**src/rtl/xip_flash_ctrl.sv**
```systemverilog
// xip_flash_ctrl
//   Execute-in-place flash read initiator. Takes one single-word read request
//   at a time and runs a mode-0 SPI read against the external flash. The four
//   received bytes are returned as one little-endian word.
//
//   Build option: define XIP_QUAD_EN for a quad-output fast read (0x6B, 8 dummy
//   clocks, nibble-wide data on IO[3:0]). Left undefined, the block issues a
//   plain serial read (0x03) and samples data on IO1.
//
//   Ports
//     clk, rst_n           clock, asynchronous active-low reset
//     req_valid/req_ready  request handshake, accepted when both are high
//     req_addr[23:0]       flash byte address, latched on accept
//     rsp_valid            one-cycle pulse when rsp_data is updated
//     rsp_data[31:0]       read word, held until the next response
//     xip_cs_n, xip_sck    flash chip select and SPI clock
//     xip_dout/xip_douten  IO[3:0] output values and per-line output enables
//     xip_din              IO[3:0] input values
//
//   state    | meaning
//   ---------+----------------------------------------------------------
//   ST_IDLE  | req_ready high, waiting for a request
//   ST_CMD   | shifting the 8-bit read command out on IO0
//   ST_ADDR  | shifting the 24-bit address out on IO0
//   ST_DUMMY | quad build only: 8 dummy clocks, all IO lines released
//   ST_DATA  | sampling 32 data bits (serial) or 8 nibbles (quad)
//   ST_GAP   | chip select high for CS_HIGH_CYCLES before the next request
module xip_flash_ctrl #(
    parameter int CLK_DIV        = 1,
    parameter int CS_HIGH_CYCLES = 2
) (
    input  logic        clk,
    input  logic        rst_n,
    input  logic        req_valid,
    output logic        req_ready,
    input  logic [23:0] req_addr,
    output logic        rsp_valid,
    output logic [31:0] rsp_data,
    output logic        xip_cs_n,
    output logic        xip_sck,
    output logic [3:0]  xip_dout,
    output logic [3:0]  xip_douten,
    input  logic [3:0]  xip_din
);

`ifdef XIP_QUAD_EN
    localparam logic [7:0] READ_CMD  = 8'h6B;
    localparam logic [4:0] DATA_LAST = 5'd7;
`else
    localparam logic [7:0] READ_CMD  = 8'h03;
    localparam logic [4:0] DATA_LAST = 5'd31;
`endif
    localparam logic [7:0] DIV_LOAD  = 8'(CLK_DIV - 1);
    localparam logic [3:0] GAP_LOAD  = 4'(CS_HIGH_CYCLES - 1);
    localparam logic [3:0] OE_IDLE   = 4'b1101;
    localparam logic [3:0] DOUT_IDLE = 4'b1100;

    typedef enum logic [2:0] {
        ST_IDLE,
        ST_CMD,
        ST_ADDR,
        ST_DUMMY,
        ST_DATA,
        ST_GAP
    } state_t;

    state_t      state;
    logic [7:0]  div_cnt;
    logic [4:0]  bit_cnt;
    logic [3:0]  gap_cnt;
    logic [31:0] tx_shift;
    logic [31:0] rx_shift;
    logic [31:0] rx_next;
    logic [31:0] rsp_word;

`ifdef XIP_QUAD_EN
    assign rx_next = {rx_shift[27:0], xip_din};
`else
    // Serial reads only listen on IO1.
    logic unused_din;
    assign unused_din = ^{xip_din[3:2], xip_din[0]};
    assign rx_next    = {rx_shift[30:0], xip_din[1]};
`endif

    // The first byte received ends up in rx_shift[31:24]; it belongs in the
    // least significant byte of the response.
    assign rsp_word = {rx_shift[7:0], rx_shift[15:8], rx_shift[23:16], rx_shift[31:24]};

    always_ff @(posedge clk or negedge rst_n) begin
        if (!rst_n) begin
            state      <= ST_IDLE;
            req_ready  <= 1'b0;
            rsp_valid  <= 1'b0;
            rsp_data   <= 32'd0;
            xip_cs_n   <= 1'b1;
            xip_sck    <= 1'b0;
            xip_dout   <= DOUT_IDLE;
            xip_douten <= OE_IDLE;
            div_cnt    <= 8'd0;
            bit_cnt    <= 5'd0;
            gap_cnt    <= 4'd0;
            tx_shift   <= 32'd0;
            rx_shift   <= 32'd0;
        end else begin
            rsp_valid <= 1'b0;
            case (state)
                ST_IDLE: begin
                    if (req_valid && req_ready) begin
                        req_ready   <= 1'b0;
                        state       <= ST_CMD;
                        xip_cs_n    <= 1'b0;
                        xip_sck     <= 1'b0;
                        tx_shift    <= {READ_CMD, req_addr};
                        xip_dout[0] <= READ_CMD[7];
                        div_cnt     <= DIV_LOAD;
                        bit_cnt     <= 5'd7;
                    end else begin
                        req_ready <= 1'b1;
                    end
                end
                ST_GAP: begin
                    if (gap_cnt == 4'd0) begin
                        state     <= ST_IDLE;
                        req_ready <= 1'b1;
                    end else begin
                        gap_cnt <= gap_cnt - 4'd1;
                    end
                end
                default: begin
                    if (div_cnt != 8'd0) begin
                        div_cnt <= div_cnt - 8'd1;
                    end else begin
                        div_cnt <= DIV_LOAD;
                        if (!xip_sck) begin
                            // Rising SCK edge: capture the value the flash drove
                            // during the low half.
                            xip_sck <= 1'b1;
                            if (state == ST_DATA) begin
                                rx_shift <= rx_next;
                            end
                        end else begin
                            // Falling SCK edge: present the next output bit.
                            xip_sck     <= 1'b0;
                            tx_shift    <= {tx_shift[30:0], 1'b0};
                            xip_dout[0] <= (state == ST_CMD ||
                                            (state == ST_ADDR && bit_cnt != 5'd0))
                                           ? tx_shift[30] : 1'b0;
                            if (bit_cnt != 5'd0) begin
                                bit_cnt <= bit_cnt - 5'd1;
                            end else begin
                                case (state)
                                    ST_CMD: begin
                                        state   <= ST_ADDR;
                                        bit_cnt <= 5'd23;
                                    end
                                    ST_ADDR: begin
`ifdef XIP_QUAD_EN
                                        state      <= ST_DUMMY;
                                        bit_cnt    <= 5'd7;
                                        xip_douten <= 4'b0000;
`else
                                        state   <= ST_DATA;
                                        bit_cnt <= DATA_LAST;
`endif
                                    end
                                    ST_DUMMY: begin
                                        state   <= ST_DATA;
                                        bit_cnt <= DATA_LAST;
                                    end
                                    default: begin
                                        state      <= ST_GAP;
                                        gap_cnt    <= GAP_LOAD;
                                        xip_cs_n   <= 1'b1;
                                        xip_douten <= OE_IDLE;
                                        rsp_valid  <= 1'b1;
                                        rsp_data   <= rsp_word;
                                    end
                                endcase
                            end
                        end
                    end
                end
            endcase
        end
    end

endmodule

```
**config.mk**
```make
export PLATFORM = sky130hd
export DESIGN_NAME = xip_flash_ctrl
export DESIGN_NICKNAME = d
export VERILOG_FILES = /design/src/rtl/xip_flash_ctrl.sv
export SDC_FILE = /design/constraint.sdc
export NUM_CORES = 1
export LEC_CHECK = 0
export ABC_CLOCK_PERIOD_IN_PS = 7800
export CAP_MARGIN = 20
export CORE_ASPECT_RATIO = 1.5
export CORE_MARGIN = 3
export CORE_UTILIZATION = 55
export CTS_CLUSTER_DIAMETER = 60
export DETAILED_ROUTE_END_ITERATION = 8
export GPL_TIMING_DRIVEN = 0
export PLACE_DENSITY = 0.81
export RECOVER_POWER = 100
export SKIP_CTS_REPAIR_TIMING = 1
export SLEW_MARGIN = 25
export SYNTH_ARGS = -nofsm -noshare
export SYNTH_HDL_FRONTEND = slang
export SYNTH_SLANG_ARGS = --single-unit
```
**constraint.sdc**
```tcl
create_clock -name clk -period 7.8 [get_ports clk]
set_clock_uncertainty 0.2 [all_clocks]
set_input_delay 1.56 -clock clk [delete_from_list [all_inputs] [get_ports clk]]
set_output_delay 1.56 -clock clk [all_outputs]
set_load 0.03 [all_outputs]
```
**After elaboration in Yosys (flattened, before gate mapping)**

Index checks and enable logic that the tools add are counted.

- Memories: 0
- Word-level logic and storage cells: 110
- Bits in read-only memories: 0
- Register bits after elaboration: 120
- Bits of input ports: 31
- Memory bits (writable): 0
- Latch bits: 0

- Bitwise logic cells: 7
- Add/subtract/negate cells: 3
- Multipliers: 0
- Equality and inequality tests: 16
- Shifts and indexed selects: 0
- Reductions and logical operators: 25
- Muxes and demuxes: 47
- Magnitude comparators: 0
- Divide/modulo/power cells: 0

Operators by type and width:

| operator | count |
|---|---|
| 2-to-1 mux 31 bit | 3 |
| one-hot mux 31 bit (2 select lines) | 1 |
| 2-to-1 mux 4 bit | 5 |
| 2-to-1 mux 5 bit | 4 |
| one-hot mux 5 bit (2 select lines) | 2 |
| 2-to-1 mux 1 bit | 17 |
| 2-to-1 mux 8 bit | 2 |
| one-hot mux 8 bit (2 select lines) | 1 |
| 2-to-1 mux 3 bit | 5 |
| AND reduction 5 bit | 3 |
| != test 2 x 1 -> 1 bit, second input constant | 6 |
| one-hot mux 3 bit (2 select lines) | 2 |
| AND reduction 6 bit | 2 |
| one-hot mux 1 bit (2 select lines) | 4 |
| one-hot mux 4 bit (2 select lines) | 1 |
| AND reduction 4 bit | 2 |
| nonzero test 8 bit | 1 |
| subtractor 8 x 1 -> 8 bit, second input constant | 1 |
| inverter 1 bit | 7 |
| == test 3 x 2 -> 1 bit, second input constant | 2 |
| == test 3 bit, second input constant | 2 |
| != test 2 bit, second input constant | 3 |
| != test 3 x 1 -> 1 bit, second input constant | 2 |
| nonzero test 2 bit | 3 |
| other kinds (14) | 17 |

**Longest topological paths before layout**

- Word-level depth: 7
- Depth in mapped cells: 9
- Depth with buffers taken out: 7

**Least setup slack after synthesis**

OpenSTA, ideal clock, no wires.

- Path type: input port to flip-flop
- Start: input port req_valid
- End: register tx_shift[14]
- Data required time: 7.518 ns
- Setup time: 0.082 ns
- Setup slack: 4.785 ns
- Arrival: 2.733 ns
- Path buffers: 3
- Stages: 7
- Path through: a211o_1 a21o_1 o21a_1 buf_2 buf_2 buf_2 a31oi_1

- Word-level cells in the longest chain between the ends: 3

RTL lines:

| what | RTL line | RTL |
|---|---|---|
| start: declaration | 34 | `input logic req_valid,` |
| logical AND 1 bit | 108 | `if (req_valid && req_ready) begin` |
| != test 2 bit (no source line) | - |  |
| AND reduction 4 bit (no source line) | - |  |
| end signal: assignment | 113 | `tx_shift <= {READ_CMD, req_addr};` |
| end signal: assignment | 144 | `tx_shift <= {tx_shift[30:0], 1'b0};` |
| end: declaration | 71 | `logic [31:0] tx_shift;` |

No other way between the ends.
A chain may end at the register's enable or synchronous reset.

**Worst setup path in the final report**

- Start: input port req_valid
- End: register tx_shift[20]

The elaborated chain is that of the path after synthesis.

==> results.md <==
- Startpoint types: input pin
- Pwr Density: 317 mW/mm²
- Psw: 0.612 mW
- WL final: 10800 µm
- Failing checks: max-capacitance violations, max-slew violations
- Fin crit period: 3880 ps
- Tightest Pin Transition: 2490 ps
- Critical path class: input pin to flop
- Layout area overhead: 26.9%
- Sequential cell area: 0.00300 mm²
- Leakage: 3.15 nW
- Drt first pass iters: 4
- I/O Pins: 75
- Netlist cell types: 49
- Final Hold Violating Endpoints: 0
- WP data required: 7860 ps
- Hold Slack: 275 ps
- Initial drt markers: 233
- Net Sw Frac: 29.5%
- Critical path fanouts, max: 10
- Vias/cell: 5.57
- Status: finished, violations left
- Most frequent cells in the layout: 119 x dfrtp_1, 73 x nand2_1, 61 x mux2_2
- Placer Congestion: 0.826
- Most Crowded Layer GR: met2
- Initial core utilization: 57.6%
- Hold Crit Class: flop to flop
- First-pass GRT wire length: 18600 µm
- Routed WL per cell: 16.3 µm
- Int Pwr: 1.47 mW
- Global Route met2 Usage: 36.1%
- Initial antenna violation count: 0
- Yosys warning total: 3
- Mapped cell area: 0.00517 mm²
- Setup TNS: 0 ps
- HPWL after DPL: 6930 µm
- PortBufs: 64
- Final setup fails: 0
- Multi-input logic area: 0.00194 mm²
- TritonCTS clock tree: done
- Mapped Cells: 450
- DR DRC count: 0
- Max-slew violation count: 46
- Total number of vias: 3680
- Met1 Resource Use GR: 26.0%
- Combinational Power Share: 19.7%
- Unrepaired setup endpoints after global routing: false
- Total gr overflow: 0
- Clk slew on worst S/H paths: 60 ps
- CTS root buffer: clkbuf_16
- Ant. Diodes: 0
- GR Util All Layers: 21.8%
- CP endpoint kind: flop
- Peak supply drop: 219 µV
- Crit path max-delay cell type: dlygate4sd3_1
- Slew headroom: -66.2%
- Placed Cells: 630
- Post-Layout Cell Count: 661
- Flop pwr share: 39.3%
- Largest net degree at the start of global routing: 76
- GR Util met3: 6.68%
- Clk pwr share: 41.0%
- Std-Cell Rows: 42
- Core ar.: 0.00899 mm²
- F_max: 0.258 GHz
- H-tree depth: 4
- Post-route ant nets: 0
- Main synth FF type: dfrtp_1
- Clk buf depth: 2
- EDFF count, synth: 0
- Clk Latency, worst-skew pair: 410 ps
- Die width: 85.2 µm
- Number of global-route vias before repair: 3958
- Fill cells: 617
- Inserted Clock Buffers: 17
- Crit path largest cell delay: 600 ps
- Fin crit share: 49.7%
- CP Data Arrival Time: 3940 ps
- Sinks on Clock Net: 120
- Die height: 125 µm
- Seq/Total Area, Yosys: 58.1%
- Full die area: 0.0106 mm²
- Post-synthesis async set-or-reset flop share: 100%
- Most numerous cell on the critical path: clkbuf_1
- Layout cell share with drive strength beyond 1: 18.7%
- Syn_area_per_cell: 11.5 µm²
- Leading cell type in the layout, fill and taps excluded: dfrtp_1
- Synth Register Bits: 120
- Max-cap violations: 1
- Final net count: 575
- Crit-path cells: dlygate4sd3_1 -> a211o_1 -> a21o_1 -> o21a_1 -> clkbuf_1 -> clkbuf_1 -> clkbuf_1 -> a31oi_1
-- worst paths after layout --
check / end / startpoint / depth (start not counted) / slack, ps
setup / recovery: tx_shift[20] / req_valid / 8 / 3920
hold / removal: tx_shift[27] / tx_shift[27] / 2 / 270
setup reg to reg: rx_shift[19] / div_cnt[5] / 6 / 4090
hold reg to reg: tx_shift[27] / tx_shift[27] / 2 / 270
max in group asynchronous: tx_shift[22] / rst_n / 1 / 4260
min in group asynchronous: tx_shift[16] / rst_n / 1 / 1710
-- metal layers --
layer | part of all wire (%) | up-vias
met5 | 0 | -
met3 | 5.7 | 22
li1 | - | 1731
met1 | 40 | 1812
met4 | 2.2 | 0
met2 | 52 | 115
-- cell usage after synthesis (all sizes together) (7+ instances only) --
cell	number	area share (%)
nor2	38	2.8
dfrtp	119	58
nor3	9	1.1
clkbuf	11	0.80
a31oi	25	3.0
buf	20	2.8
mux2	64	14
nand3	8	0.77
o21ai	12	1.2
nand2	73	5.3
inv	8	0.58
a21oi	7	0.68
-- flip-flops by register name (all words and copies together), names as in the netlist, 3 cells and up --
register	flops
bit_cnt	5
rsp_data	32
div_cnt	8
rx_shift	32
state	3
tx_shift	31
gap_cnt	4
-- power groups by stage --
stage	clock network [mW]	registers, mW	logic, mW
detailed placement	0	0.829	0.417
global placement	0	0.823	0.396
finish	0.851	0.818	0.409
floorplan	0	0.822	0.294
CTS	0.865	0.821	0.425
global route	0.893	0.831	0.469
-- worst max-delay path: cells and delay by family --
kind / cells / cell delay [ps]
AOI/OAI and AO/OA: 4 / 740
buffers and inverters: 4 / 1640
-- final cells by class --
class / count / share of cell area (%)
Buffer: 31 / 2.21
Clock buffer: 17 / 6.48
Clock inverter: 14 / 3.41
Inverter: 8 / 0.457
Multi-Input combinational cell: 296 / 29.5
Sequential cell: 120 / 45.8
Tap cell: 110 / 2.10
Timing Repair Buffer: 65 / 10.1
-- kinds of logic (layout without fill, tap and decap cells) --
group,count (synthesis),after routing,share of synthesized area (%)
AO/OA/AOI/OAI,64,64,7.91
XOR/XNOR,6,6,1.02
adder cells (fa/ha/maj),5,5,1.21
buffers and inverters,39,135,4.16
flip-flops,120,120,58.1
multiplexers,66,66,14.3
other,2,7,0.145
AND/OR/NAND/NOR,148,148,13.2
-- metrics by stage --
stage,cell area (µm²),setup slack (ps),utilization [%],power [mW]
after floorplan,5190,4790,-,1.12
after global placement,5970,539,66.4,1.22
after detailed placement,6000,3990,66.8,1.25
after CTS,6650,4380,74.0,2.11
after global routing,6570,3750,73.1,2.19
final,6570,3920,73.1,2.08
Note: power is estimated with default switching activity, not from simulation.
